**config.mk**
```make
export PLATFORM = sky130hd
export DESIGN_NAME = div_seq_32_flat
export DESIGN_NICKNAME = d
export VERILOG_FILES = /design/src/rtl/div_pkg.sv /design/src/rtl/div_seq_32_if.sv /design/src/rtl/add_rca_32.sv /design/src/rtl/div_step_32.sv /design/src/rtl/div_seq_32.sv /design/src/flat_wrapper.sv
export SDC_FILE = /design/constraint.sdc
export NUM_CORES = 1
export LEC_CHECK = 0
export BUFFER_PORTS_ARGS = -buffer_cell sky130_fd_sc_hd__buf_2
export CAP_MARGIN = 20
export CORE_ASPECT_RATIO = 1.1
export CORE_UTILIZATION = 25
export DETAILED_ROUTE_END_ITERATION = 8
export MAX_ROUTING_LAYER = met4
export PLACE_DENSITY = 0.44
export SLEW_MARGIN = 15
export SYNTH_ARGS = -nofsm -noshare
export SYNTH_HDL_FRONTEND = slang
export SYNTH_SLANG_ARGS = --single-unit
export TNS_END_PERCENT = 20
```
**constraint.sdc**
```tcl
create_clock -name clk -period 15.5 [get_ports clk]
set_input_delay 3.1 -clock clk [delete_from_list [all_inputs] [get_ports clk]]
set_output_delay 3.1 -clock clk [all_outputs]
set_load 0.01 [all_outputs]
```
**src/rtl/div_pkg.sv**
```systemverilog
// Shared types and constants for the iterative 32-bit restoring divider.
package div_pkg;

  localparam int WIDTH      = 32;
  localparam int ITERATIONS = 32;
  localparam logic [4:0] LAST_ITER = 5'(ITERATIONS - 1);
  localparam logic [WIDTH-1:0] DIV0_QUOTIENT = {WIDTH{1'b1}};

  typedef enum logic [1:0] {
    IDLE = 2'd0,
    RUN  = 2'd1,
    DONE = 2'd2
  } div_state_t;

  function automatic logic [WIDTH-1:0] neg_if(input logic cond, input logic [WIDTH-1:0] val);
    return cond ? (~val + WIDTH'(1)) : val;
  endfunction

endpackage

```
**src/rtl/div_seq_32_if.sv**
```systemverilog
// Start/busy/done handshake and operand/result bus of div_seq_32.
// is_signed exists only when DIV_SIGNED_EN is defined.
interface div_seq_32_if;
  import div_pkg::*;

  logic             start;
  logic [WIDTH-1:0] dividend;
  logic [WIDTH-1:0] divisor;
`ifdef DIV_SIGNED_EN
  logic             is_signed;
`endif
  logic             busy;
  logic             done;
  logic             div_by_zero;
  logic [WIDTH-1:0] quotient;
  logic [WIDTH-1:0] remainder;

`ifdef DIV_SIGNED_EN
  modport master (output start, dividend, divisor, is_signed,
                  input busy, done, div_by_zero, quotient, remainder);
  modport slave  (input start, dividend, divisor, is_signed,
                  output busy, done, div_by_zero, quotient, remainder);
`else
  modport master (output start, dividend, divisor,
                  input busy, done, div_by_zero, quotient, remainder);
  modport slave  (input start, dividend, divisor,
                  output busy, done, div_by_zero, quotient, remainder);
`endif

endinterface

```
**src/rtl/add_rca_32.sv**
```systemverilog
// 32-bit ripple-carry adder shared with the ALU datapath.
module Add_rca_32 (
  input  logic [31:0] a,
  input  logic [31:0] b,
  input  logic        c_in,
  output logic [31:0] sum,
  output logic        c_out
);

  always_comb begin
    logic [32:0] c;
    c    = '0;
    c[0] = c_in;
    sum  = '0;
    for (int i = 0; i < 32; i++) begin
      sum[i]  = a[i] ^ b[i] ^ c[i];
      c[i+1]  = (a[i] & b[i]) | (a[i] & c[i]) | (b[i] & c[i]);
    end
    c_out = c[32];
  end

endmodule

```
**src/rtl/div_step_32.sv**
```systemverilog
// One restoring-division step: shift in the next dividend bit, trial-subtract, restore on borrow.
module div_step_32
  import div_pkg::*;
(
  input  logic [WIDTH-1:0] rem,
  input  logic             q_msb,
  input  logic [WIDTH-1:0] divisor,
  output logic [WIDTH-1:0] rem_next,
  output logic             q_bit
);

  logic [WIDTH:0]   partial;
  logic [WIDTH-1:0] diff;
  logic             c_low;

  assign partial = {rem, q_msb};

  Add_rca_32 u_add (
    .a     (partial[WIDTH-1:0]),
    .b     (~divisor),
    .c_in  (1'b1),
    .sum   (diff),
    .c_out (c_low)
  );

  // Bit 32 of the subtrahend is zero, so its inverted bit is one: carry out is partial[32] | c_low.
  assign q_bit    = partial[WIDTH] | c_low;
  assign rem_next = q_bit ? diff : partial[WIDTH-1:0];

endmodule

```
**src/rtl/div_seq_32.sv**
```systemverilog
// Iterative 32-bit restoring divider, one quotient bit per cycle; HI=remainder, LO=quotient.
// Optional signed operation is enabled with the DIV_SIGNED_EN macro.
//
// state | meaning
// IDLE  | waiting for start (or holding a pending divide-by-zero for one cycle)
// RUN   | 32 subtract/restore iterations, cnt 0..31
// DONE  | one-cycle result-valid pulse
module div_seq_32
  import div_pkg::*;
(
  input logic         clk,
  input logic         rst_n,
  div_seq_32_if.slave bus
);

  div_state_t       state, state_nxt;
  logic [4:0]       cnt;
  logic [WIDTH-1:0] q_reg, r_reg, dvs_reg;
  logic [WIDTH-1:0] quo_reg, rem_reg;
  logic             dbz_reg, zero_pend, neg_q, neg_r;
  logic             accept, divisor_zero;
  logic [WIDTH-1:0] r_step, q_next;
  logic             q_bit;
  logic [WIDTH-1:0] dvd_mag, dvs_mag;
  logic             sgn_q, sgn_r;

  assign divisor_zero = (bus.divisor == '0);
  assign accept       = bus.start && !zero_pend && (state != RUN);

`ifdef DIV_SIGNED_EN
  always_comb begin
    sgn_r   = bus.is_signed & bus.dividend[WIDTH-1];
    sgn_q   = sgn_r ^ (bus.is_signed & bus.divisor[WIDTH-1]);
    dvd_mag = neg_if(sgn_r, bus.dividend);
    dvs_mag = neg_if(bus.is_signed & bus.divisor[WIDTH-1], bus.divisor);
  end
`else
  assign sgn_r   = 1'b0;
  assign sgn_q   = 1'b0;
  assign dvd_mag = bus.dividend;
  assign dvs_mag = bus.divisor;
`endif

  div_step_32 u_step (
    .rem      (r_reg),
    .q_msb    (q_reg[WIDTH-1]),
    .divisor  (dvs_reg),
    .rem_next (r_step),
    .q_bit    (q_bit)
  );

  assign q_next = {q_reg[WIDTH-2:0], q_bit};

  always_ff @(posedge clk or negedge rst_n) begin
    if (!rst_n) state <= IDLE;
    else        state <= state_nxt;
  end

  always_comb begin
    state_nxt = state;
    unique case (state)
      IDLE: begin
        if (zero_pend)      state_nxt = DONE;
        else if (bus.start) state_nxt = divisor_zero ? IDLE : RUN;
      end
      RUN:  if (cnt == LAST_ITER) state_nxt = DONE;
      DONE: begin
        if (bus.start) state_nxt = divisor_zero ? IDLE : RUN;
        else           state_nxt = IDLE;
      end
      default: state_nxt = IDLE;
    endcase
  end

  always_ff @(posedge clk or negedge rst_n) begin
    if (!rst_n) begin
      cnt       <= '0;
      q_reg     <= '0;
      r_reg     <= '0;
      dvs_reg   <= '0;
      quo_reg   <= '0;
      rem_reg   <= '0;
      dbz_reg   <= 1'b0;
      zero_pend <= 1'b0;
      neg_q     <= 1'b0;
      neg_r     <= 1'b0;
    end else if (accept) begin
      cnt   <= '0;
      r_reg <= '0;
      if (divisor_zero) begin
        // Keep the raw dividend: divide-by-zero returns it unchanged, signed or not.
        zero_pend <= 1'b1;
        q_reg     <= bus.dividend;
        dvs_reg   <= '0;
        neg_q     <= 1'b0;
        neg_r     <= 1'b0;
      end else begin
        zero_pend <= 1'b0;
        q_reg     <= dvd_mag;
        dvs_reg   <= dvs_mag;
        neg_q     <= sgn_q;
        neg_r     <= sgn_r;
      end
    end else if (state == RUN) begin
      q_reg <= q_next;
      r_reg <= r_step;
      cnt   <= cnt + 5'd1;
      if (cnt == LAST_ITER) begin
        quo_reg <= neg_if(neg_q, q_next);
        rem_reg <= neg_if(neg_r, r_step);
        dbz_reg <= 1'b0;
      end
    end else if (zero_pend) begin
      zero_pend <= 1'b0;
      quo_reg   <= DIV0_QUOTIENT;
      rem_reg   <= q_reg;
      dbz_reg   <= 1'b1;
    end
  end

  assign bus.busy        = (state == RUN);
  assign bus.done        = (state == DONE);
  assign bus.quotient    = quo_reg;
  assign bus.remainder   = rem_reg;
  assign bus.div_by_zero = dbz_reg;

endmodule

```
**src/flat_wrapper.sv**
```systemverilog
// flat-port wrapper written by rule: the top's interface ports become plain ports
module div_seq_32_flat import div_pkg::*;
  (clk, rst_n, bus_start, bus_dividend, bus_divisor, bus_busy, bus_done, bus_div_by_zero, bus_quotient, bus_remainder);
  div_seq_32_if bus_i ();
  input logic clk;
  input logic rst_n;
  input wire logic [$bits(bus_i.start)-1:0] bus_start;
  input wire logic [$bits(bus_i.dividend)-1:0] bus_dividend;
  input wire logic [$bits(bus_i.divisor)-1:0] bus_divisor;
  output wire logic [$bits(bus_i.busy)-1:0] bus_busy;
  output wire logic [$bits(bus_i.done)-1:0] bus_done;
  output wire logic [$bits(bus_i.div_by_zero)-1:0] bus_div_by_zero;
  output wire logic [$bits(bus_i.quotient)-1:0] bus_quotient;
  output wire logic [$bits(bus_i.remainder)-1:0] bus_remainder;
  assign bus_i.start = bus_start;
  assign bus_i.dividend = bus_dividend;
  assign bus_i.divisor = bus_divisor;
  assign bus_busy = bus_i.busy;
  assign bus_done = bus_i.done;
  assign bus_div_by_zero = bus_i.div_by_zero;
  assign bus_quotient = bus_i.quotient;
  assign bus_remainder = bus_i.remainder;
  div_seq_32 u_core (.clk(clk), .rst_n(rst_n), .bus(bus_i));
endmodule
```
==> out/results.txt, run 1 <==
Root Buffer: clkbuf_16
CTS tree: done
Leakage: 4.14 nW
starting density of the core: 25.7%
pre-CTS setup slack: -0.399 ns
Port Buffers: 133
Final Skew: 0.0151 ns
Rel. slew slack: 32.3%
Fin. Hold Viols: 0
ys async rst share: 100%
commonest non-fill, non-tap cells in the layout: dfrtp_1 (169), buf_2 (132), nand2_1 (44)
WL/cell: 18.7 um
crit path from: u_core.q_reg[31]
placed cell areas: 9030 um^2
max incr delay on CP: 0.47 ns
Design Power: 2.31 mW
worst reg2reg setup slack: 0.54 ns
commonest non-fill, non-tap cell in the layout: dfrtp_1
number of library cell types mapped by synthesis: 34
clock slew at reported path FFs: 0.07 ns
met1 Use GR: 21.0%
final worst slack: 0.540 ns
Antenna Nets Post-Route: 0
row count: 67
Syn Area/Cell: 12.1 um^2
DRT Pass-1 Iters: 4
Core Area: 30700 um^2
GR Layer Usage met3: 3.02%
die width: 171 um
largest net degree at the start of global routing: 83
min-delay src: u_core.state[1]
outcome: finished, final reports clean
number of synthesized flops with an enable pin: 0
P&R area growth vs syn: 24.4%
CP endpoint kind: register
hold crit path type: reg2reg
DRT iter0 DRCs: 230
worst setup path class: reg2reg
Vert. Die Dim: 188 um
CP dominant cell by count: fa_1
Most Crowded Layer GR: met2
fmax: 0.0668 GHz
r2r startpoint: u_core.q_reg[31]
# setup viols final: 0
Max Root-Sink Buffers: 2
Reg area: 4230 um^2
Max Cap Viol: 0
Startpoint Class: register
final WL: 22600 um
CTS Sinks: 169
Nets: 884
final slew viol count: 0
CTS Buf Count: 17
post-synthesis sequential area ratio: 53.7%
vias: 5454
Ys Warns: 0
unrepaired setup endpoints after global routing: false
post-route core utilization: 31.9%
clk_lat worst skew: 0.43 ns
Primary FF master, synth: dfrtp_1
GP Congestion: 0.804
first-pass GRT wire length: 35100 um
Max VDD drop: 81.3 uV
WHS: 0.465 ns
Post-Syn Nets: 753
grt met2 use: 22.2%
Total GRT Usage: 15.1%
# DRC: 0
Fillers: 3198
Design Area, Final: 9790 um^2
multi-input logic area: 3320 um^2
Synth Cell Area: 7870 um^2
initial antenna violation count: 0
I/O pin total: 134
Synth Instances: 652
ANT cells: 0
DP HPWL: 15300 um
CP Data Required Time: 15.87 ns
number of global-route vias before repair: 5692
Post-CTS Setup Inserts: 0
vias per inst: 4.51
Yosys reg bits: 169
GR Overflow Total: 0
layout cells sized above 1: 31.8%
Critical Path Fanout Max: 9
Pwr per Cell Area: 236 nW/um^2
slew at the pin with the worst max-slew slack: 1.01 ns
CP max-delay cell: fa_1
DIE AREA: 32200 um^2
fin crit share: 96.5%
crit path DAT: 15.33 ns
H-tree depth: 4
fin crit period: 14.96 ns
worst max-delay path, delay by kind of cell, from the launching register on:
kind | cells | cell delay, ns
compound gates | 2 | 0.33
fa+ha+maj | 32 | 13.44
buf+inv | 4 | 0.59
flops | 1 | 0.35
simple gates | 2 | 0.19
power breakdown:
group,switching [mW],internal (mW),leakage (nW)
registers,0.157,0.630,1.82
logic,0.527,0.534,2.01
clock network,0.185,0.281,0.312
total,0.869,1.44,4.14
synthesized netlist by cell type, types with 3 or more instances:
master,number,share of area (%)
or3_1,28,2.2
o22a_1,32,3.6
buf_2,32,2.0
inv_1,35,1.7
buf_6,4,0.57
fa_1,31,7.9
o221a_1,24,3.4
a21oi_1,34,2.2
ha_1,3,0.48
nor2_1,33,1.6
mux2i_1,33,4.2
dfrtp_1,169,54
a22o_1,30,3.3
o22ai_1,5,0.40
mux2_2,32,4.6
o21ai_0,43,2.7
o221a_2,4,0.57
clkbuf_1,10,0.48
nor4_1,8,0.64
nand2_1,45,2.1
cells by family (layout without fill, tap and decap cells):
kind of cell	Yosys count	after routing	synth area share [%]
adder cells (fa/ha/maj)	34	34	8.36
multiplexers	66	66	8.96
AND/OR/NAND/NOR	124	124	7.45
XOR/XNOR	1	1	0.111
AO/OA/AOI/OAI	174	174	16.4
buffers and inverters	84	227	4.99
flip-flops	169	169	53.7
repair_timing:
action	CTS	global route
resized for setup	10	10
hold buffers	0	0
cloned	2	0
setup endpoints to repair	65	66
layout make-up:
class,instances,area share (%)
timing repair buffer,160,9.70
sequential,169,43.2
multi-input combinational,399,33.9
clock inverter,8,1.35
tap,414,5.29
inverter,36,1.39
clock buffer,23,5.19
path summary, 6_finish.rpt:
check | end | depth (start not counted)
max | u_core.bus.remainder[19] | 40
min | u_core.state[1] | 1
max reg2reg | u_core.bus.remainder[19] | 40
min reg2reg | u_core.state[1] | 1
max in group asynchronous | u_core.bus.remainder[6] | 2
min in group asynchronous | u_core.q_reg[28] | 1
per-stage QoR:
stage / setup TNS, ns / cells
detailed placement: -19.51 / 1176
finish: 0 / 1209
floorplan: 0 / 652
global placement: -13.29 / 1176
global route: 0 / 1209
CTS: 0 / 1209
metal layers:
layer | wire [um] | share of wire (%)
met5 | 0 | 0
met4 | 207 | 0.92
met3 | 765 | 3.4
met2 | 10300 | 46
met1 | 11300 | 50
(Power assumes the default switching activity.)
==> run 2, diff against run 1 <==
--- a/config.mk
+++ b/config.mk
@@ -9,6 +9,7 @@
 export CAP_MARGIN = 20
 export CORE_ASPECT_RATIO = 1.1
 export CORE_UTILIZATION = 25
+export CTS_BUF_LIST = sky130_fd_sc_hd__clkbuf_2
 export DETAILED_ROUTE_END_ITERATION = 8
 export MAX_ROUTING_LAYER = met4
 export PLACE_DENSITY = 0.44
==> out/results.txt, run 2 (same netlist as run 1, synthesis figures left out) <==
outcome: finished, final reports clean (unchanged)
Startpoint Class: register (unchanged)
first-pass GRT wire length: 34900 um (was 35100 um)
max incr delay on CP: 0.47 ns (about the same)
H-tree depth: 4 (unchanged)
WHS: 0.485 ns (was 0.465 ns)
DIE AREA: 32200 um^2 (unchanged)
final WL: 22400 um (was 22600 um)
GR Overflow Total: 0 (unchanged)
Nets: 884 (unchanged)
Max VDD drop: 79.5 uV (was 81.3 uV)
Final Skew: 0.0544 ns (was 0.0151 ns)
r2r startpoint: u_core.q_reg[31] (unchanged)
GR Layer Usage met3: 3.08% (was 3.02%)
vias: 5434 (was 5454)
worst setup path class: reg2reg (unchanged)
Pint: 1.25 mW (was 1.44 mW)
grt met2 use: 21.9% (was 22.2%)
commonest non-fill, non-tap cell in the layout: dfrtp_1 (unchanged)
Design Power: 2.10 mW (was 2.31 mW)
die width: 171 um (unchanged)
Leakage: 3.97 nW (was 4.14 nW)
P_sw: 0.847 mW (was 0.869 mW)
Core Area: 30700 um^2 (unchanged)
# setup viols final: 0 (unchanged)
Antenna Nets Post-Route: 0 (unchanged)
Clock power frac: 12.0% (was 20.1%)
Sw Share: 40.4% (was 37.6%)
fmax: 0.0666 GHz (was 0.0668 GHz)
Total GRT Usage: 14.9% (was 15.1%)
final slew viol count: 0 (unchanged)
I/O pin total: 134 (unchanged)
unrepaired setup endpoints after global routing: false (unchanged)
CTS tree: done (unchanged)
fin crit share: 96.8% (was 96.5%)
CP max-delay cell: fa_1 (unchanged)
DRT iter0 DRCs: 205 (was 230)
Root Buffer: clkbuf_2 (was clkbuf_16)
Gate power share: 50.7% (was 45.8%)
vias per inst: 4.49 (was 4.51)
crit path DAT: 15.72 ns (was 15.33 ns)
Port Buffers: 133 (unchanged)
GP Congestion: 0.804 (unchanged)
Critical Path Fanout Max: 9 (unchanged)
CP Data Required Time: 16.22 ns (was 15.87 ns)
largest net degree at the start of global routing: 83 (unchanged)
clk_lat worst skew: 0.78 ns (was 0.43 ns)
commonest non-fill, non-tap cells in the layout: dfrtp_1 (169), buf_2 (132), nand2_1 (44) (unchanged)
initial antenna violation count: 1 (was 0)
WL/cell: 18.5 um (was 18.7 um)
starting density of the core: 25.7% (unchanged)
row count: 67 (unchanged)
# DRC: 0 (unchanged)
slew at the pin with the worst max-slew slack: 0.986 ns (was 1.01 ns)
DP HPWL: 15300 um (unchanged)
worst reg2reg setup slack: 0.49 ns (was 0.54 ns)
fin crit period: 15.01 ns (was 14.96 ns)
CP endpoint kind: register (unchanged)
layout cells sized above 1: 31.1% (was 31.8%)
Fillers: 3245 (was 3198)
met1 Use GR: 20.8% (was 21.0%)
Fin. Hold Viols: 0 (unchanged)
Rel. slew slack: 34.1% (was 32.3%)
CTS Sinks: 169 (unchanged)
min-delay src: u_core.state[1] (unchanged)
CP dominant cell by count: fa_1 (unchanged)
number of global-route vias before repair: 5662 (was 5692)
crit path from: u_core.q_reg[31] (unchanged)
Max Cap Viol: 0 (unchanged)
DRT Pass-1 Iters: 6 (was 4)
hold crit path type: reg2reg (unchanged)
Reg area: 4230 um^2 (unchanged)
CTS Buf Count: 17 (unchanged)
Most Crowded Layer GR: met2 (unchanged)
Pwr per Cell Area: 223 nW/um^2 (was 236 nW/um^2)
Vert. Die Dim: 188 um (unchanged)
P&R area growth vs syn: 19.4% (was 24.4%)
multi-input logic area: 3330 um^2 (was 3320 um^2)
Seq pwr share: 37.3% (was 34.0%)
Post-CTS Setup Inserts: 0 (unchanged)
clock slew at reported path FFs: 0.27 ns (was 0.07 ns)
Max Root-Sink Buffers: 2 (unchanged)
[run 2: changes by cell type in the layout (fill, tap and decap cells not counted)]
cell	change
mux2i_4	+1
diode_2	+1
clkbuf_2	+17
clkbuf_8	-6
clkinv_1	+6
clkbuf_16	-17
mux2i_2	-1
[run 2: per-stage QoR]
| stage | setup WS (ns) | setup TNS, ns | util [%] | area [um^2] | cells |
|---|---|---|---|---|---|
| 6_report | 0.495 | 0 | 30.6 | 9400 | 1210 |
| 5_1_grt | 0.00595 | 0 | 30.6 | 9400 | 1210 |
| 4_1_cts | 0.0314 | 0 | 30.5 | 9360 | 1209 |
| 3_5_place_dp | -0.399 | -19.51 | 29.4 | 9030 | 1176 |
| 3_3_place_gp | -0.303 | -13.29 | 29.4 | 9030 | 1176 |
| 2_1_floorplan | 0.189 | 0 | - | 7870 | 652 |
[run 2: cell type report]
| cell class | count | share of cell area, % |
|---|---|---|
| flip-flops and latches | 169 | 45.0 |
| multi-input cells | 399 | 35.4 |
| repair buffers | 160 | 10.1 |
| well taps | 414 | 5.51 |
| clock inverters | 14 | 1.65 |
| inverters | 36 | 1.45 |
| clock buffers | 17 | 0.905 |
| diodes | 1 | 0.0266 |
[run 2: path summary, 6_finish.rpt]
kind	end	cells after the start
setup / recovery	u_core.bus.remainder[16]	39
hold / removal	u_core.state[1]	1
setup reg to reg	u_core.bus.remainder[16]	39
hold reg to reg	u_core.state[1]	1
max in group asynchronous	u_core.bus.remainder[6]	2
min in group asynchronous	u_core.bus.quotient[25]	1
[run 2: what timing repair did]
| item | CTS | global route |
|---|---|---|
| pin swaps | 0 | 0 |
| setup endpoints to repair | 66 | 66 |
| hold buffers | 0 | 0 |
| cloned | 2 | 0 |
| resized for setup | 9 | 12 |
[run 2: power groups by stage]
stage	registers [mW]	clock network, mW	logic (mW)
after floorplan	0.759	0	0.657
after global placement	0.796	0	0.986
after detailed placement	0.794	0	0.984
after CTS	0.787	0.263	1.05
after global routing	0.813	0.279	1.20
final	0.783	0.251	1.07
[run 2: per-layer routing]
layer | wire, um | vias up
met5 | 0 | -
met4 | 257 | 0
met3 | 946 | 12
met2 | 10200 | 98
met1 | 11000 | 2732
li1 | - | 2592
[run 2: worst max-delay path, delay by kind of cell, from the launching register on]
family | cells | cell delay (ns)
DFF | 1 | 0.42
and+or+nand+nor | 2 | 0.20
adders and majority gates | 32 | 13.41
buffers and inverters | 3 | 0.42
AOI/OAI and AO/OA | 2 | 0.45
